File: config.mk
export PLATFORM = sky130hd
export DESIGN_NAME = pipelined_bitonic_sorter
export DESIGN_NICKNAME = d
export VERILOG_FILES = /design/src/rtl/pipelined_bitonic_sorter.sv
export SDC_FILE = /design/constraint.sdc
export NUM_CORES = 2
export LEC_CHECK = 0
export CORE_MARGIN = 2
export CORE_UTILIZATION = 61
export DETAILED_ROUTE_END_ITERATION = 10
export PLACE_DENSITY_LB_ADDON = 0.1
export RECOVER_POWER = 25
export SYNTH_ARGS = -nofsm -noshare
export SYNTH_HDL_FRONTEND = slang
export SYNTH_SLANG_ARGS = --single-unit
File: constraint.sdc
create_clock -name clk -period 33.1 [get_ports clk]
set_clock_uncertainty 0.05 [all_clocks]
set_input_delay 6.62 -clock clk [delete_from_list [all_inputs] [get_ports clk]]
set_output_delay 6.62 -clock clk [all_outputs]
set_load 0.02 [all_outputs]
File: src/rtl/pipelined_bitonic_sorter.sv
// pipelined_bitonic_sorter
// Eight-lane bitonic sorting network with one register stage per
// compare-exchange level (six stages). It accepts one vector per cycle and
// uses valid/ready handshakes. Output back-pressure stalls every stage at once.
// Optional feature macro: BITONIC_TAG_EN. When it is defined, each lane carries
// a 3-bit tag holding its original lane index. Ties are broken on that tag, and
// the tags are output on out_idx.
module pipelined_bitonic_sorter #(
    parameter int WIDTH  = 16,
    parameter bit SIGNED = 1'b1
) (
    input  logic               clk,
    input  logic               rst,
    input  logic               in_valid,
    output logic               in_ready,
    input  logic [8*WIDTH-1:0] in_data,
    input  logic               in_desc,
    output logic               out_valid,
    input  logic               out_ready,
    output logic [8*WIDTH-1:0] out_data,
`ifdef BITONIC_TAG_EN
    output logic [23:0]        out_idx,
`endif
    output logic [2:0]         occupancy
);

    localparam int LANES  = 8;
    localparam int LEVELS = 6;

    typedef logic [WIDTH-1:0] elem_t;
    typedef logic [2:0]       tag_t;

    // Ordering is the only operation on element values. Signedness only
    // decides where MSB-set values fall.
    function automatic logic elem_gt(input elem_t a, input elem_t b);
        if (SIGNED) begin
            return $signed(a) > $signed(b);
        end else begin
            return a > b;
        end
    endfunction

`ifdef BITONIC_TAG_EN
    // Compare key is {data, tag}. Every key is unique, so ties settle by
    // original lane.
    function automatic logic key_gt(input elem_t a, input tag_t ta,
                                    input elem_t b, input tag_t tb);
        return elem_gt(a, b) || ((a == b) && (ta > tb));
    endfunction
`endif

    // lvl_in[s]  : lanes entering level s (level 0 is fed directly from in_data)
    // stage_d[s] : lanes leaving level s, i.e. next state of stage register s
    elem_t lvl_in  [LEVELS][LANES];
    elem_t stage_d [LEVELS][LANES];
    elem_t data_q  [LEVELS][LANES];

    logic [LEVELS-1:0] valid_q;
    logic [LEVELS-1:0] desc_q;
    logic [2:0]        occ_q;
    logic [2:0]        occ_d;

    logic adv;
    logic accept;
    logic emit;

`ifdef BITONIC_TAG_EN
    tag_t tag_in [LEVELS][LANES];
    tag_t tag_d  [LEVELS][LANES];
    tag_t tag_q  [LEVELS][LANES];
`endif

    // The whole pipeline advances together. The final stage is free when it
    // is empty or is being drained this cycle.
    assign out_valid = valid_q[LEVELS-1];
    assign adv       = !out_valid || out_ready;
    assign in_ready  = adv;
    assign accept    = in_valid && adv;
    assign emit      = out_valid && out_ready;
    assign occupancy = occ_q;

    genvar gi, gj;

    // Level 0 takes the raw input lanes. Each lane is tagged with its own index.
    for (gi = 0; gi < LANES; gi++) begin : g_in
        assign lvl_in[0][gi] = in_data[gi*WIDTH +: WIDTH];
`ifdef BITONIC_TAG_EN
        assign tag_in[0][gi] = tag_t'(gi);
`endif
    end

    // Each later level reads the register stage written by the level before it.
    for (gi = 1; gi < LEVELS; gi++) begin : g_link
        for (gj = 0; gj < LANES; gj++) begin : g_lane
            assign lvl_in[gi][gj] = data_q[gi-1][gj];
`ifdef BITONIC_TAG_EN
            assign tag_in[gi][gj] = tag_q[gi-1][gj];
`endif
        end
    end

    // Compare-exchange levels.
    // BLK is the size of the bitonic block being built, and DIST is the
    // comparator span.
    // Levels 0-2 sort lanes 0-3 up and lanes 4-7 down, which yields one
    // bitonic sequence.
    // Levels 3-5 merge that sequence fully ascending.
    // The requested order is never applied inside the network. It is applied
    // only by the output mux.
    for (gi = 0; gi < LEVELS; gi++) begin : g_level
        localparam int BLK  = (gi == 0) ? 2 : ((gi < 3) ? 4 : 8);
        localparam int DIST = (gi == 1 || gi == 4) ? 2 : ((gi == 3) ? 4 : 1);
        for (gj = 0; gj < LANES/2; gj++) begin : g_cmp
            localparam int LO  = (gj / DIST) * 2 * DIST + (gj % DIST);
            localparam int HI  = LO + DIST;
            localparam bit ASC = ((LO & BLK) == 0);
            logic swap;
`ifdef BITONIC_TAG_EN
            assign swap = ASC ?
                key_gt(lvl_in[gi][LO], tag_in[gi][LO], lvl_in[gi][HI], tag_in[gi][HI]) :
                key_gt(lvl_in[gi][HI], tag_in[gi][HI], lvl_in[gi][LO], tag_in[gi][LO]);
            assign tag_d[gi][LO] = swap ? tag_in[gi][HI] : tag_in[gi][LO];
            assign tag_d[gi][HI] = swap ? tag_in[gi][LO] : tag_in[gi][HI];
`else
            assign swap = ASC ? elem_gt(lvl_in[gi][LO], lvl_in[gi][HI]) :
                                elem_gt(lvl_in[gi][HI], lvl_in[gi][LO]);
`endif
            assign stage_d[gi][LO] = swap ? lvl_in[gi][HI] : lvl_in[gi][LO];
            assign stage_d[gi][HI] = swap ? lvl_in[gi][LO] : lvl_in[gi][HI];
        end
    end

    // Stage registers: shift on adv, hold during a stall, clear on reset.
    // Stage 0 data is captured only on a real accept, so data offered outside
    // the handshake never enters.
    always_ff @(posedge clk or posedge rst) begin
        if (rst) begin
            valid_q <= '0;
            desc_q  <= '0;
            for (int s = 0; s < LEVELS; s++) begin
                for (int k = 0; k < LANES; k++) begin
                    data_q[s][k] <= '0;
                end
            end
        end else if (adv) begin
            valid_q <= {valid_q[LEVELS-2:0], in_valid};
            desc_q  <= {desc_q[LEVELS-2:0], accept ? in_desc : 1'b0};
            for (int k = 0; k < LANES; k++) begin
                if (accept) begin
                    data_q[0][k] <= stage_d[0][k];
                end
            end
            for (int s = 1; s < LEVELS; s++) begin
                for (int k = 0; k < LANES; k++) begin
                    data_q[s][k] <= stage_d[s][k];
                end
            end
        end
    end

`ifdef BITONIC_TAG_EN
    // Tag registers move in lockstep with the data registers.
    always_ff @(posedge clk or posedge rst) begin
        if (rst) begin
            for (int s = 0; s < LEVELS; s++) begin
                for (int k = 0; k < LANES; k++) begin
                    tag_q[s][k] <= '0;
                end
            end
        end else if (adv) begin
            for (int k = 0; k < LANES; k++) begin
                if (accept) begin
                    tag_q[0][k] <= tag_d[0][k];
                end
            end
            for (int s = 1; s < LEVELS; s++) begin
                for (int k = 0; k < LANES; k++) begin
                    tag_q[s][k] <= tag_d[s][k];
                end
            end
        end
    end
`endif

    // Occupancy: an accept adds one, an emit removes one, and both together
    // cancel out.
    always_comb begin
        occ_d = occ_q;
        if (accept && !emit) begin
            occ_d = occ_q + 3'd1;
        end else if (!accept && emit) begin
            occ_d = occ_q - 3'd1;
        end
    end

    // Occupancy register.
    always_ff @(posedge clk or posedge rst) begin
        if (rst) begin
            occ_q <= '0;
        end else begin
            occ_q <= occ_d;
        end
    end

    // Descending output is a pure lane reversal of the ascending final stage.
    for (gi = 0; gi < LANES; gi++) begin : g_out
        assign out_data[gi*WIDTH +: WIDTH] = desc_q[LEVELS-1] ?
            data_q[LEVELS-1][LANES-1-gi] : data_q[LEVELS-1][gi];
`ifdef BITONIC_TAG_EN
        assign out_idx[gi*3 +: 3] = desc_q[LEVELS-1] ?
            tag_q[LEVELS-1][LANES-1-gi] : tag_q[LEVELS-1][gi];
`endif
    end

endmodule

==> run_results.csv <==
group,metric,value,unit
run_status,outcome,"finished, violations left",
run_status,violations,"max-capacitance violations, max-slew violations",
route,wl_met2,69530,um
cts,cts.repair.resized,0,
floorplanning,start_util,0.6127,
power_and_ir_drop,powerDensity,122.7,mW/mm^2
min_path,min_path_type,"flop to flop",
timing,whs,0.4161,ns
cts,clk_path_buf_depth,3,
global_route,grt_overflow,0,
finish,final_cell_mix,"dfrtp_1, nand2_1, inv_1",
cts,cts_hold_buf,0,
cts,cts_htree_levels,3,
synth,synth_fp_nets,5728,
cts,cts_setup_buffers,0,
finish,seq_area,0.01960,sq mm
cts,clk-insertion-delay-late,0.65,ns
finish,final_common_cell,"dfrtp_1",
route,drt.antenna.violating_nets,0,
route,wirelength,153700,um
timing,hold_viol,0,
timing,worst_pin_slew,9.598,ns
floorplanning,core,0.07861,sq mm
floorplanning,num_rows,103,
synth,synth_area,0.04817,sq mm
placed_design,portBuffers,265,
global_route,grt_usage,0.3778,
job,drv_cap,8,
finish,fin_nets,5726,
cts,path_clk_slew,0.06,ns
timing,setup-violations-final,0,
route,wl_met1,61270,um
timing,grt_setup_unrepaired,"no",
timing,fin_ws,13.68,ns
power_and_ir_drop,fin_total_pwr,6.588,mW
critical_path,critPathRequiredTime,31.38,ns
floorplanning,io_pins,266,
synth,netlist-cell-type-count,60,
floorplanning,die_h,285.0,um
global_route,grt_pass1_vias,38567,
global_route,grt_max_degree,296,
global_route,grt_pass1_wl,235200,um
synth,netlist_instances,5210,
route,wire_per_inst,24.30,um
timing,period_share,0.5866,
synth,ys.flop_type,"dfrtp_1",
critical_path,path_delay_family,"buffers and inverters",
timing,slew_violations,831,
finish,multi_input_area,0.02533,sq mm
synth,yosys_register_bits,783,
floorplanning,die_width,285.0,um
critical_path,worst-path-max-fanout,175,
synth,syn_avg_cell_area,9.246,sq um
timing,fmax,51.50,MHz
route,route.met3.wl,10530,um
timing,post-route-min-period,19.42,ns
cts,clock-root-buffer,"clkbuf_16",
route,via_count,41296,
route,drt_iter0_markers,4432,
timing,setup_tns,0,ns
finish,layout-drive-gt1-share,0.06884,
placed_design,dp_slack,18.06,ns
critical_path,crit_path_start_kind,"input port",
cts,cts_buffers,84,
route,top_layer_used,"met5",
cts,cts.sinks,783,
placed_design,gp_congestion,0.9933,
timing,maxSlewHeadroom,-5.399,
floorplanning,die_area,0.08123,sq mm
finish,area_growth,11.50,%
critical_path,worst_path_largest_cell_delay,6.94,ns
power_and_ir_drop,ir_drop,76.72,uV
power_and_ir_drop,leakagePower,23.79,nW
cts,cts_tree,"done",
finish,nFillCells,6431,
synth,synth-seq-area-share,0.4068,
synth,synth_edf_count,0,
global_route,antenna_found_initial,3,
critical_path,slowest_stage,"clkbuf_1",
route,dr.pass1.iters,8,
critical_path,end_kind,"async pin",
route,viasPerCell,6.529,
synth,ys_warn_count,0,
critical_path,arrival,17.69,ns
critical_path,worstPathCellList,"dlygate4sd3_1, clkinvlp_2, clkbuf_1",
placed_design,dpl.hpwl,114000,um
critical_path,critical_path_buf_inv_count,3,
critical_path,worstSetupPathType,"input port to async pin",
route,drc_errors,0,
synth,ys_async_sr_fraction,1.000,
[power breakdown]
part	internal, mW	leakage (nW)	switching [mW]	total, mW
Clock	0.575	1.41	0.400	0.976
Combinational	1.42	12.7	2.11	3.53
Sequential	1.41	9.73	0.667	2.08
[routing by layer]
| layer | GRT usage | vias to the layer above |
|---|---|---|
| met5 | 0 | - |
| met4 | 0.2541 | 2 |
| met3 | 0.04696 | 437 |
| met2 | 0.5900 | 1719 |
| met1 | 0.4966 | 19973 |
| li1 | - | 19165 |
[logic make-up after synthesis]
| family | count (synthesis) | share of synthesized area |
|---|---|---|
| buffers and inverters | 814 | 0.06813 |
| and+or+nand+nor | 1590 | 0.1581 |
| muxes | 446 | 0.09629 |
| DFF | 783 | 0.4068 |
| AOI/OAI and AO/OA | 1190 | 0.1702 |
| adders and majority gates | 385 | 0.1002 |
| xor gates and xnor gates | 2 | 0.0003637 |
[final timing paths]
path,start,end,slack [ns],depth (start not counted)
setup / recovery,rst,data_q[349],13.68,3
hold / removal,desc_q[2],desc_q[2],0.42,2
setup reg to reg,valid_q[5],data_q[169],24.93,8
hold reg to reg,desc_q[2],desc_q[2],0.42,2
max in group clk,out_ready,in_ready,15.04,4
min in group asynchronous,rst,data_q[515],8.28,2
[synthesized netlist by cell type, types with 3 or more instances]
cell type,count,share of area
o21ai_0,138,0.014
o22a_1,3,0.00055
nand3_2,3,0.00062
and3b_1,8,0.0015
dfrtp_1,783,0.41
nor3_1,15,0.0016
ha_1,384,0.10
o21a_1,6,0.00094
nand3_1,366,0.038
nand2b_1,14,0.0018
o22ai_2,3,0.00078
mux2_2,129,0.030
a22o_1,11,0.0020
inv_1,406,0.032
nor4_1,21,0.0027
nand2_1,640,0.050
nor2_1,139,0.011
o221ai_1,197,0.036
or2_2,12,0.0016
buf_6,18,0.0042
nor2b_1,19,0.0025
a211oi_1,11,0.0017
a21oi_1,229,0.024
clkbuf_1,343,0.027
nand4_1,309,0.040
or4_4,6,0.0014
a2111oi_0,13,0.0024
mux2i_1,316,0.066
or4_1,8,0.0012
o211ai_1,396,0.062
a21o_1,39,0.0061
o21ai_1,114,0.012
buf_8,3,0.00094
nand3b_1,9,0.0014
o31ai_4,11,0.0049
and3_1,16,0.0021
a31oi_1,4,0.00052
buf_2,39,0.0041
[final cells by class]
type | instances | area share
multi-input combinational | 3613 | 0.4717
sequential | 783 | 0.3649
timing repair buffer | 320 | 0.05743
clock buffer | 125 | 0.04711
inverter | 406 | 0.02842
tap | 1050 | 0.02446
clock inverter | 26 | 0.005894
antenna | 2 | 0.00009319
[sequential cells by signal (all words and copies together) (netlist names)]
name / flops
desc_q: 6
occupancy: 3
valid_q: 6
data_q: 768
[metrics by stage]
step             util  std cells  instance area (sq um)
6_report       0.6832       6325                  53710
5_1_grt        0.6831       6323                  53700
3_3_place_gp   0.6476       6172                  50910
2_1_floorplan       -       5210                  48170
3_5_place_dp   0.6476       6172                  50910
4_1_cts        0.6838       6323                  53760
[worst register-to-register path, stage by stage, from the launching register on]
cell and delay (ns):
dfrtp_1 0.40, inv_1 0.10, nor2_1 0.07, clkinvlp_2 2.05, clkbuf_1 2.56, buf_4 1.12, buf_4 1.04, nand4_1 0.47
o211ai_1 0.20
Power figures use the tool's default switching activity.
